$ cat config.mk
export PLATFORM = sky130hd
export DESIGN_NAME = code_converter_pipe
export DESIGN_NICKNAME = d
export VERILOG_FILES = /design/src/rtl/code_converter_pipe.sv
export SDC_FILE = /design/constraint.sdc
export NUM_CORES = 1
export LEC_CHECK = 0
export ABC_AREA = 0
export BUFFER_PORTS_ARGS = -buffer_cell sky130_fd_sc_hd__buf_2
export CAP_MARGIN = 20
export CELL_PAD_IN_SITES_DETAIL_PLACEMENT = 0
export CELL_PAD_IN_SITES_GLOBAL_PLACEMENT = 2
export CORE_MARGIN = 2
export CORE_UTILIZATION = 36
export DETAILED_ROUTE_END_ITERATION = 8
export GPL_TIMING_DRIVEN = 0
export PLACE_DENSITY_LB_ADDON = 0.1
export SETUP_SLACK_MARGIN = 0.05
export SLEW_MARGIN = 10
export SYNTH_ARGS = -nofsm -noshare
export SYNTH_HDL_FRONTEND = slang
export SYNTH_SLANG_ARGS = --single-unit
$ cat constraint.sdc
create_clock -name clk -period 5 [get_ports clk]
set_clock_uncertainty 0.15 [all_clocks]
set_input_delay 0.5 -clock clk [delete_from_list [all_inputs] [get_ports clk]]
set_output_delay 0.5 -clock clk [all_outputs]
set_load 0.02 [all_outputs]
$ cat src/rtl/code_converter_pipe.sv
// Two-stage valid/ready code converter: binary<->Gray, BCD<->Excess-3 per word.
// Optional saturating error counter on err_count when CODE_CONV_ERRCNT_EN is defined.
module code_converter_pipe #(
  parameter int W = 4
) (
  input  logic         clk,
  input  logic         rst_n,
  input  logic         in_valid,
  output logic         in_ready,
  input  logic [W-1:0] in_data,
  input  logic [1:0]   in_mode,
  output logic         out_valid,
  input  logic         out_ready,
  output logic [W-1:0] out_data,
  output logic [1:0]   out_mode,
  output logic         out_err
`ifdef CODE_CONV_ERRCNT_EN
  ,
  output logic [15:0]  err_count
`endif
);

  localparam int NIB = W / 4;

  logic         s1_valid_q, s1_valid_d;
  logic [W-1:0] s1_data_q, s1_data_d;
  logic [1:0]   s1_mode_q, s1_mode_d;
  logic         s2_valid_q, s2_valid_d;
  logic [W-1:0] s2_data_q, s2_data_d;
  logic [1:0]   s2_mode_q, s2_mode_d;
  logic         s2_err_q, s2_err_d;
  logic         s1_ready_s;
  logic         s2_ready_s;
  logic [W-1:0] conv_data_s;
  logic         conv_err_s;

  function automatic logic [W-1:0] bin2gray(input logic [W-1:0] b);
    return b ^ {1'b0, b[W-1:1]};
  endfunction

  function automatic logic [W-1:0] gray2bin(input logic [W-1:0] g);
    logic [W-1:0] r;
    r[W-1] = g[W-1];
    for (int i = W - 2; i >= 0; i--) begin
      r[i] = r[i+1] ^ g[i];
    end
    return r;
  endfunction

  // Result in [W-1:0], error flag in [W]
  function automatic logic [W:0] bcd2xs3(input logic [W-1:0] d);
    logic [W:0] r;
    logic [3:0] nib;
    r = '0;
    for (int n = 0; n < NIB; n++) begin
      nib        = d[4*n +: 4];
      r[4*n +: 4] = nib + 4'd3;
      if (nib > 4'd9) begin
        r[W] = 1'b1;
      end else begin
        r[W] = r[W];
      end
    end
    return r;
  endfunction

  function automatic logic [W:0] xs32bcd(input logic [W-1:0] d);
    logic [W:0] r;
    logic [3:0] nib;
    r = '0;
    for (int n = 0; n < NIB; n++) begin
      nib        = d[4*n +: 4];
      r[4*n +: 4] = nib - 4'd3;
      if ((nib < 4'd3) || (nib > 4'd12)) begin
        r[W] = 1'b1;
      end else begin
        r[W] = r[W];
      end
    end
    return r;
  endfunction

  // Ready chain: depends only on registered valids and out_ready
  always_comb begin
    s2_ready_s = !s2_valid_q || out_ready;
    s1_ready_s = !s1_valid_q || s2_ready_s;
  end

  assign in_ready  = s1_ready_s;
  assign out_valid = s2_valid_q;
  assign out_data  = s2_data_q;
  assign out_mode  = s2_mode_q;
  assign out_err   = s2_err_q;

  // Conversion of the word held in S1
  always_comb begin
    logic [W:0] tmp;
    tmp         = '0;
    conv_data_s = '0;
    conv_err_s  = 1'b0;
    case (s1_mode_q)
      2'b00: conv_data_s = bin2gray(s1_data_q);
      2'b01: conv_data_s = gray2bin(s1_data_q);
      2'b10: begin
        tmp         = bcd2xs3(s1_data_q);
        conv_data_s = tmp[W-1:0];
        conv_err_s  = tmp[W];
      end
      2'b11: begin
        tmp         = xs32bcd(s1_data_q);
        conv_data_s = tmp[W-1:0];
        conv_err_s  = tmp[W];
      end
      default: begin
        conv_data_s = '0;
        conv_err_s  = 1'b0;
      end
    endcase
  end

  // S1 next state: load from input when it can move
  always_comb begin
    s1_valid_d = s1_valid_q;
    s1_data_d  = s1_data_q;
    s1_mode_d  = s1_mode_q;
    if (s1_ready_s) begin
      s1_valid_d = in_valid;
      if (in_valid) begin
        s1_data_d = in_data;
        s1_mode_d = in_mode;
      end else begin
        s1_data_d = s1_data_q;
        s1_mode_d = s1_mode_q;
      end
    end else begin
      s1_valid_d = s1_valid_q;
    end
  end

  // S2 next state: capture converted S1 word when the output can move
  always_comb begin
    s2_valid_d = s2_valid_q;
    s2_data_d  = s2_data_q;
    s2_mode_d  = s2_mode_q;
    s2_err_d   = s2_err_q;
    if (s2_ready_s) begin
      s2_valid_d = s1_valid_q;
      if (s1_valid_q) begin
        s2_data_d = conv_data_s;
        s2_mode_d = s1_mode_q;
        s2_err_d  = conv_err_s;
      end else begin
        s2_data_d = s2_data_q;
      end
    end else begin
      s2_valid_d = s2_valid_q;
    end
  end

  // Pipeline registers
  always_ff @(posedge clk or negedge rst_n) begin
    if (!rst_n) begin
      s1_valid_q <= 1'b0;
      s1_data_q  <= '0;
      s1_mode_q  <= 2'b00;
      s2_valid_q <= 1'b0;
      s2_data_q  <= '0;
      s2_mode_q  <= 2'b00;
      s2_err_q   <= 1'b0;
    end else begin
      s1_valid_q <= s1_valid_d;
      s1_data_q  <= s1_data_d;
      s1_mode_q  <= s1_mode_d;
      s2_valid_q <= s2_valid_d;
      s2_data_q  <= s2_data_d;
      s2_mode_q  <= s2_mode_d;
      s2_err_q   <= s2_err_d;
    end
  end

`ifdef CODE_CONV_ERRCNT_EN
  logic [15:0] err_cnt_q, err_cnt_d;

  // Count delivered error words, saturating
  always_comb begin
    err_cnt_d = err_cnt_q;
    if (s2_valid_q && out_ready && s2_err_q && (err_cnt_q != 16'hFFFF)) begin
      err_cnt_d = err_cnt_q + 16'd1;
    end else begin
      err_cnt_d = err_cnt_q;
    end
  end

  // Error counter register
  always_ff @(posedge clk or negedge rst_n) begin
    if (!rst_n) begin
      err_cnt_q <= 16'd0;
    end else begin
      err_cnt_q <= err_cnt_d;
    end
  end

  assign err_count = err_cnt_q;
`endif

endmodule

==> impl_summary.txt <==
----------------------------------------------------
[Yosys]
  Yosys warning count ... 0
  Post-Syn Area ... 911 µm²
  Post-synth cell types ... 25
  Post-Syn Area per Cell ... 10.8 µm²
  Post-synth EDFFs ... 0
  Main synth FF type ... sky130_fd_sc_hd__dfrtp_1
  Net Count, Synth ... 104
  Number of synthesized register bits ... 15
  Sequential-to-total area share from yosys stat ... 41.2%
  Async set-reset flop share out of synthesis ... 100%
  Mapped Cells ... 84

[Timing]
  Setup WS post-layout ... 3.15 ns
  Fin crit period ... 1.85 ns
  Final setup TNS ... 0 ns
  RSZ-0062 raised after global routing ... false
  Worst max-slew margin expressed relative to the limit ... 77.4%
  Final setup violation count ... 0
  Final hold violations ... 0
  Highest attainable clock frequency ... 541 MHz
  Ratio of final minimum period to clock period ... 37.0%
  Slew at the pin closest to its max-slew limit ... around 0.34 ns
  Slew Limit Fails ... 0

[Place]
  Cell Area, Placed ... 1040 µm²
  Count of placed standard cells including taps ... approximately 130
  Hpwl dp ... 1.27 mm
  Setup Slack @ Placement ... around 3.2 ns
  Final GP Congestion ... 0.758
  Number of port buffers ... 18

[CTS]
  Cells resized by post-CTS repair ... 0
  H-tree depth reported by CTS ... 1
  Root Driver ... sky130_fd_sc_hd__clkbuf_4
  Maximum number of buffers from clock root to sink ... 2
  Clk pin slew, worst setup/hold paths ... 0.10 ns
  Later-pin clock latency in the skew report ... 0.29 ns
  Sink count of the clock tree ... 15
  Inserted Clock Buffers ... 3
  Clock tree from TritonCTS ... done

[Setup path]
  Required time at the worst-slack endpoint ... 5.03 ns
  Worst setup path class ... reg2reg
  Nature of the critical path endpoint ... flop
  Endpoint arrival time on the critical path ... 1.88 ns
  Max Fanout on Critical Path ... 6
  Critical path launch point type ... flop

[Min path]
  Min-delay worst type ... in2reg

[Floorplanning]
  DIE WIDTH ... about 54 µm
  # rows ... 18
  Die footprint ... about 3000 µm²
  Initial core utilization ... 37.4%
  I/O pin total ... 19
  Floorplan Core Area ... 2430 µm²
  Overall die height ... 54.3 µm

[Drt]
  Sum of routed wire length over all layers ... 1.67 mm
  Average detailed-routed wire length per instance ... 12.2 µm
  Per-cell via count in the routed design ... ~4.8
  Count of vias placed by the detailed router ... 663
  Detailed Routing Iterations Pass 1 ... 4
  Count of antenna-violating nets left after detailed routing ... 0
  Number of violations reported at the end of detailed-routing iteration 0 ... 4
  Remaining design rule violation count ... 0

[Final layout]
  Number of nets in the finished design ... 128
  Commonest non-fill, non-tap cells in the layout ... 18 x sky130_fd_sc_hd__buf_2, 15 x sky130_fd_sc_hd__dfrtp_1, 10 x sky130_fd_sc_hd__ha_1, 8 x sky130_fd_sc_hd__nand2_1, 6 x sky130_fd_sc_hd__mux2_2
  Commonest non-fill, non-tap cell in the layout ... sky130_fd_sc_hd__buf_2
  Fill cell instance count of the final layout ... about 250
  Fraction of layout cells with a size suffix above 1 ... ~33%
  Area of the multi-input gates ... 494 µm²
  Antenna diode count ... 0
  Final std cells w/o fill ... 137
  Sequential cell area ... 375 µm²
  Area Growth Syn to Fin ... 18.4%
  Summed area of non-filler cells in the final layout ... 1080 µm²

[Global routing]
  Overflow left after global routing ... 0
  All-Layer GR Usage ... 14.1%
  Antenna violations before repair ... 0
  Via count of the first global-routing pass ... 659
  Pin count of the biggest net entering global routing ... 16
  Wire length of the first global-routing pass ... 2.86 mm

[Outcome]
  Run status ... completed

[Flow run]
  Total of max-cap violations ... 0

[Power and ir drop]
  Design Power ... 0.401 mW
  Worst IR drop on VDD ... 0.190 mV
  Cell Pwr Density ... 372 nW/µm²
  Static leakage ... 0.517 nW

----------------------------------------------------
-- layer usage --
metal | GRT usage (%) | share of wire [%] | vias to the layer above
met1 | 15.2 | 46 | 316
li1 | - | - | 331
met4 | 5.00 | 1.0 | 0
met2 | 24.7 | 49 | 14
met3 | 5.74 | 4.6 | 2
met5 | 0 | 0 | -
-- synth_stat cells (all sizes together) (2+ instances only) --
master  number  area (µm²)
dfrtp       15         375
ha          10         125
nand2        9        36.3
mux2         8        93.8
a21oi        5        25.0
inv          5        18.8
nand2b       4        25.0
o21ai        4        20.0
xnor2        4        35.0
buf          3        22.5
mux2i        3        30.0
nand3b       2        15.0
nor2         2        7.51
o22ai        2        12.5
-- power by group --
group	internal (mW)	leakage [nW]	switching [mW]
clock	0.0304	0.0139	0.0430
sequential	0.147	0.176	0.0201
combinational	0.0746	0.327	0.0866
-- what timing repair did --
| item | in CTS | in global routing |
|---|---|---|
| hold buffers | 1 | 0 |
| endpoints found under the hold margin | 15 | 0 |
| setup buffers | 0 | 0 |
-- sequential cells by signal, summed over array words and instances, names as in the netlist --
register,count
s1_valid_q,1
s1_data_q,4
out_mode,2
out_valid,1
out_err,1
s1_mode_q,2
out_data,4
-- final cells by class --
type,instances,area share [%]
Timing Repair Buffer,19,9.28
Buffer,3,2.09
Multi-Input combinational cell,61,45.8
Tap cell,30,3.48
Sequential cell,15,34.8
Clock inverter,1,0.696
Inverter,5,1.74
Clock buffer,3,2.09
-- stage by stage --
step / hold slack (ns) / util [%]
3_5_place_dp: 0.277 / 42.7
6_report: 0.263 / 44.3
2_1_floorplan: 0.0544 / -
5_1_grt: 0.246 / 44.3
4_1_cts: 0.254 / 44.3
3_3_place_gp: 0.271 / 42.7
-- worst paths after layout --
path	from	to	slack (ns)	cells past startpoint
setup / recovery	s1_data_q[2]	out_data[0]	3.15	6
hold / removal	in_valid	s1_valid_q	0.26	2
setup reg to reg	s1_data_q[2]	out_data[0]	3.15	6
hold reg to reg	out_data[0]	out_data[0]	0.34	2
max in group asynchronous	rst_n	out_mode[1]	3.96	2
min in group asynchronous	rst_n	out_mode[0]	0.49	2
-- cell families (layout without fill, tap and decap cells) --
kind of cell             Yosys count  count (layout)  synth area share [%]
AO/OA/AOI/OAI                     16              16                  11.1
XOR/XNOR                           5               5                  4.81
adder cells (fa/ha/maj)           10              10                  13.7
buffers and inverters              8              31                  4.53
flip-flops                        15              15                  41.2
multiplexers                      11              11                  13.6
AND/OR/NAND/NOR                   19              19                  11.0
-- critical path: stages (launching register included) --
cell                      delay [ns]
sky130_fd_sc_hd__dfrtp_1        0.46
sky130_fd_sc_hd__inv_1          0.16
sky130_fd_sc_hd__ha_1           0.38
sky130_fd_sc_hd__xnor2_1        0.26
sky130_fd_sc_hd__a31oi_1        0.12
sky130_fd_sc_hd__o22ai_1        0.15
sky130_fd_sc_hd__o21ai_1        0.07
(Power assumes the default switching activity.)
